<file path="src/rtl/serial_sub_pkg.sv">
// Shared types and constants for the bit-serial subtractor.
// Provides the FSM state type, default width and the counter-width helper.
package serial_sub_pkg;

  localparam int DEFAULT_WIDTH = 8;

  typedef enum logic [1:0] {
    IDLE  = 2'd0,
    SHIFT = 2'd1,
    DONE  = 2'd2
  } state_t;

  // Bits needed to count 0..width-1, never less than one.
  function automatic int count_width(input int width);
    return (width < 2) ? 1 : $clog2(width);
  endfunction

endpackage

</file>
<file path="src/rtl/serial_subtractor_full_subtractor.sv">
// Single-bit full subtractor cell: d = x - y - bin, with borrow-out.
// Purely combinational; the serial datapath instantiates it once.
module full_subtractor (
  input  logic x,
  input  logic y,
  input  logic bin,
  output logic d,
  output logic bout
);

  assign d    = x ^ y ^ bin;
  assign bout = (~x & y) | (~(x ^ y) & bin);

endmodule

</file>
<file path="src/rtl/serial_subtractor.sv">
// Bit-serial WIDTH-bit subtractor (diff = a - b - bin), LSB first, valid/ready on both sides.
// Optional signed-overflow output ovf is built when SERIAL_SUB_OVF_EN is defined.
module serial_subtractor
  import serial_sub_pkg::*;
#(
  parameter int WIDTH = DEFAULT_WIDTH
) (
  input  logic             clk,
  input  logic             rst_n,
  input  logic             start_valid,
  output logic             start_ready,
  input  logic [WIDTH-1:0] a_in,
  input  logic [WIDTH-1:0] b_in,
  input  logic             bin,
  output logic [WIDTH-1:0] diff_out,
  output logic             bout,
  output logic             done_valid,
  input  logic             done_ready,
  output logic             busy
`ifdef SERIAL_SUB_OVF_EN
  ,
  output logic             ovf
`endif
);

  localparam int            CW       = count_width(WIDTH);
  localparam logic [CW-1:0] CNT_ZERO = CW'(0);
  localparam logic [CW-1:0] CNT_ONE  = CW'(1);
  localparam logic [CW-1:0] CNT_LAST = CW'(WIDTH - 1);

  state_t           state_r;
  logic [CW-1:0]    count_r;
  logic [WIDTH-1:0] a_sr_r;
  logic [WIDTH-1:0] b_sr_r;
  logic [WIDTH-1:0] res_r;
  logic             borrow_r;

  logic             d_s;
  logic             borrow_nxt_s;
  logic [WIDTH-1:0] res_nxt_s;

  full_subtractor u_cell (
    .x    (a_sr_r[0]),
    .y    (b_sr_r[0]),
    .bin  (borrow_r),
    .d    (d_s),
    .bout (borrow_nxt_s)
  );

  assign res_nxt_s = {d_s, res_r[WIDTH-1:1]};

`ifdef SERIAL_SUB_OVF_EN
  // On the final shift a_sr_r[0]/b_sr_r[0] hold the operand MSBs and d_s is the result MSB.
  logic ovf_s;
  assign ovf_s = (a_sr_r[0] != b_sr_r[0]) && (d_s != a_sr_r[0]);
`endif

  // Control FSM, shift datapath and registered handshake/result outputs.
  always_ff @(posedge clk or negedge rst_n) begin
    if (!rst_n) begin
      state_r     <= IDLE;
      count_r     <= CNT_ZERO;
      a_sr_r      <= {WIDTH{1'b0}};
      b_sr_r      <= {WIDTH{1'b0}};
      res_r       <= {WIDTH{1'b0}};
      borrow_r    <= 1'b0;
      start_ready <= 1'b1;
      diff_out    <= {WIDTH{1'b0}};
      bout        <= 1'b0;
      done_valid  <= 1'b0;
      busy        <= 1'b0;
`ifdef SERIAL_SUB_OVF_EN
      ovf         <= 1'b0;
`endif
    end else begin
      case (state_r)
        IDLE: begin
          if (start_valid && start_ready) begin
            a_sr_r      <= a_in;
            b_sr_r      <= b_in;
            borrow_r    <= bin;
            count_r     <= CNT_ZERO;
            state_r     <= SHIFT;
            start_ready <= 1'b0;
            busy        <= 1'b1;
          end else begin
            start_ready <= 1'b1;
            busy        <= 1'b0;
          end
        end
        SHIFT: begin
          res_r    <= res_nxt_s;
          a_sr_r   <= {1'b0, a_sr_r[WIDTH-1:1]};
          b_sr_r   <= {1'b0, b_sr_r[WIDTH-1:1]};
          borrow_r <= borrow_nxt_s;
          count_r  <= count_r + CNT_ONE;
          if (count_r == CNT_LAST) begin
            state_r    <= DONE;
            diff_out   <= res_nxt_s;
            bout       <= borrow_nxt_s;
            done_valid <= 1'b1;
`ifdef SERIAL_SUB_OVF_EN
            ovf        <= ovf_s;
`endif
          end else begin
            state_r <= SHIFT;
          end
        end
        DONE: begin
          // start_ready comes from state only; done_ready never reaches it combinationally.
          if (done_valid && done_ready) begin
            state_r     <= IDLE;
            done_valid  <= 1'b0;
            start_ready <= 1'b1;
            busy        <= 1'b0;
          end else begin
            state_r <= DONE;
          end
        end
        default: begin
          state_r     <= IDLE;
          start_ready <= 1'b1;
          done_valid  <= 1'b0;
          busy        <= 1'b0;
        end
      endcase
    end
  end

endmodule

</file>
<file path="config.mk">
export PLATFORM = sky130hd
export DESIGN_NAME = serial_subtractor
export DESIGN_NICKNAME = d
export VERILOG_FILES = /design/src/rtl/serial_sub_pkg.sv /design/src/rtl/serial_subtractor_full_subtractor.sv /design/src/rtl/serial_subtractor.sv
export SDC_FILE = /design/constraint.sdc
export NUM_CORES = 1
export LEC_CHECK = 0
export CAP_MARGIN = 40
export CORE_MARGIN = 2
export CORE_UTILIZATION = 25
export DETAILED_ROUTE_END_ITERATION = 10
export SYNTH_ARGS = -nofsm -noshare
export SYNTH_HDL_FRONTEND = slang
export SYNTH_SLANG_ARGS = --single-unit
</file>
<file path="constraint.sdc">
create_clock -name clk -period 3.7 [get_ports clk]
set_clock_uncertainty 0.1 [all_clocks]
set_input_delay 0.555 -clock clk [delete_from_list [all_inputs] [get_ports clk]]
set_output_delay 0.555 -clock clk [all_outputs]
set_load 0.02 [all_outputs]
</file>
==> flow_metrics.env <==
export IMPL_synth_main_ff_cell="dfrtp_1"
export IMPL_port_buffers=32
export IMPL_drv_slew=0
export IMPL_clock_root_buffer="clkbuf_8"
export IMPL_slew_headroom=0.483
export IMPL_io_pins=33
export IMPL_cp_start_kind="flop"
export IMPL_critPathMaxFanout=7
export IMPL_p_leak_nw=1.02
export IMPL_cp_data_arrival_time_ns=1.52
export IMPL_yosysTopAreaCellShare=0.530
export IMPL_cp_cell_sequence="clkdlybuf4s50_1"
export IMPL_critPathSlowestCell="clkdlybuf4s50_1"
export IMPL_async_flop_share=1.00
export IMPL_diodes=0
export IMPL_instances_no_fill=295
export IMPL_routedWlPerCell_um=14.2
export IMPL_worstSetupPathType="reg2out"
export IMPL_setup_viol=0
export IMPL_reg2reg_depth=3
export IMPL_cts_sinks=41
export IMPL_r2r_start="state_r[0]"
export IMPL_drive_above_1_share=0.122
export IMPL_synthTopCellsByCount="dfrtp_1, nand2_1, o22ai_1"
export IMPL_rsz0062_at_grt="false"
export IMPL_syn_area_mm2=0.00189
export IMPL_tns_ns=0
export IMPL_r2r_slack_ns=1.79
export IMPL_die_width_um=90.9
export IMPL_ys_warn_count=0
export IMPL_die_area_mm2=0.00827
export IMPL_outcome="finished, final reports clean"
export IMPL_die_height_um=90.9
export IMPL_hold_violations=0
export IMPL_drt_initial_drc_count=112
export IMPL_fp_row_count=31
export IMPL_slowest_delay_ns=0.64
export IMPL_postCtsResizedCells=0
export IMPL_worst_pin_slew_ns=0.774
export IMPL_syn2layout_area_growth_pct=23.2
export IMPL_grt_util_all_layers=0.111
export IMPL_vdd_drop_max_v=0.000198
export IMPL_clkSlewWorstSetupHoldPaths_ns=0.08
export IMPL_cts_tree="built"
export IMPL_vias_per_cell=4.59
export IMPL_post_cts_buffers=0
export IMPL_dp_cells=287
export IMPL_dr_pass1_iters=4
export IMPL_hp_class="in2async"
export IMPL_drc_errors=0
export IMPL_core_mm2=0.00729
export IMPL_stdcell_area_mm2=0.00233
export IMPL_antenna_found_initial=0
export IMPL_synth_edff_count=0
export IMPL_grt_max_degree=26
export IMPL_power_density_mw_per_mm2=858
export IMPL_maxCapViolCount=0
export IMPL_syn_nets=192
export IMPL_synthCells=168
export IMPL_worstSetupEndpointType="output port"
export IMPL_timing_rr_end="borrow_r"
export IMPL_yosysMostFrequentCell="dfrtp_1"
export IMPL_grt_pass1_wl_um=7420
export IMPL_clockBufferDepth=2
export IMPL_synth_area_leaders="dfrtp_1, o22ai_1, nand2_1, mux2_4, a21oi_1"
export IMPL_gp_congestion=0.713
export IMPL_post_route_period_util=0.588
export IMPL_yosysUniqueCellTypes=32
export IMPL_critPathTopFamily="buffers and inverters"
export IMPL_grt_pass1_vias=1462
export IMPL_grt_overflow=0
export IMPL_postSynthAreaPerCell_um2=11.2
export IMPL_dpl_instance_area_mm2=0.00225
export IMPL_period_needed_ns=2.18
export IMPL_max_freq_mhz=459
export IMPL_start_util=0.259
export IMPL_worstPathRequired_ns=3.04
export IMPL_holdBufCountCts=0
export IMPL_drt_wl_total_um=4190
export IMPL_nNetsFinal=219
export IMPL_dp_hpwl_um=2790
export IMPL_drtAntennaViolNets=0
export IMPL_synth_top_area_cell="dfrtp_1"
export IMPL_path_depth=1
export IMPL_synth_seq_cells=41
export IMPL_numCtsBuffers=5
export IMPL_crit_buf_inv=1
export IMPL_htreeDepth=2
export IMPL_seq_area_frac_synth=0.544
export IMPL_clock_latency_ns=0.29
export IMPL_vias=1353
sequential cells by signal, indices dropped and copies added, names as in the netlist:
register,flops
borrow_r,1
state_r,2
b_sr_r,8
res_r,7
busy,1
count_r,3
done_valid,1
bout,1
a_sr_r,8
diff_out,8
start_ready,1
through the flow:
step,worst slack [ns],utilization,power [mW],hold slack (ns)
finish,1.52,0.319,2.00,0.0905
global route,1.46,0.319,2.18,0.119
CTS,1.51,0.319,2.02,0.102
floorplan,2.19,-,1.49,0.159
global placement,1.42,0.305,1.69,0.365
detailed placement,1.39,0.308,1.73,0.366
worst register-to-register path, stage by stage, from the launching register on:
cell     delay [ns]
dfrtp_1        0.72
nor2b_1        0.71
a22o_1         0.22
a21oi_1        0.04
where the power goes:
group,internal (mW),switching [mW]
Combinational,0.425,0.451
Sequential,0.660,0.178
Clock,0.131,0.153
Total,1.22,0.782
area by class of cell:
| type | instances | area [um2] |
|---|---|---|
| sequential | 41 | 1030 |
| timing repair buffer | 33 | 335 |
| tap | 99 | 124 |
| clock inverter | 2 | 10.0 |
| inverter | 4 | 15.0 |
| multi-input combinational | 110 | 744 |
| clock buffer | 6 | 72.6 |
| fill | 787 | 4960 |
placed cells by master (no fill, tap or decap), types with 3 or more instances in the layout:
| cell type | count |
|---|---|
| dfrtp_1 | 40 |
| clkdlybuf4s50_1 | 31 |
| a31oi_1 | 6 |
| and2_1 | 6 |
| mux2_4 | 6 |
| nand2_1 | 29 |
| a22o_1 | 3 |
| inv_1 | 3 |
| o2bb2ai_1 | 5 |
| a21oi_1 | 10 |
| mux2_2 | 4 |
| clkbuf_8 | 5 |
| o21ai_0 | 7 |
| o22ai_1 | 19 |
routing by layer:
metal / track usage / part of all wire / up-vias
met2: 0.157 / 0.44 / 35
li1: - / - / 657
met3: 0.0307 / 0.046 / 4
met4: 0.0366 / 0.010 / 0
met1: 0.163 / 0.51 / 657
met5: 0 / 0 / -
how the worst max path moves through the flow:
stage	startpoint	to	slack, ns
floorplan	count_r[0]	diff_out[0]	2.19
global placement	start_valid	count_r[0]	1.42
detailed placement	start_valid	count_r[0]	1.39
CTS	start_ready	start_ready	1.51
global route	start_ready	start_ready	1.46
finish	start_ready	start_ready	1.52
logic make-up after synthesis:
logic type | Yosys count | synth area share
simple gates | 42 | 0.108
mux | 10 | 0.0715
fa+ha+maj | 3 | 0.0238
buf+inv | 17 | 0.0622
compound gates | 55 | 0.191
flops | 41 | 0.544
No activity file was read; power rests on OpenSTA's default activity.
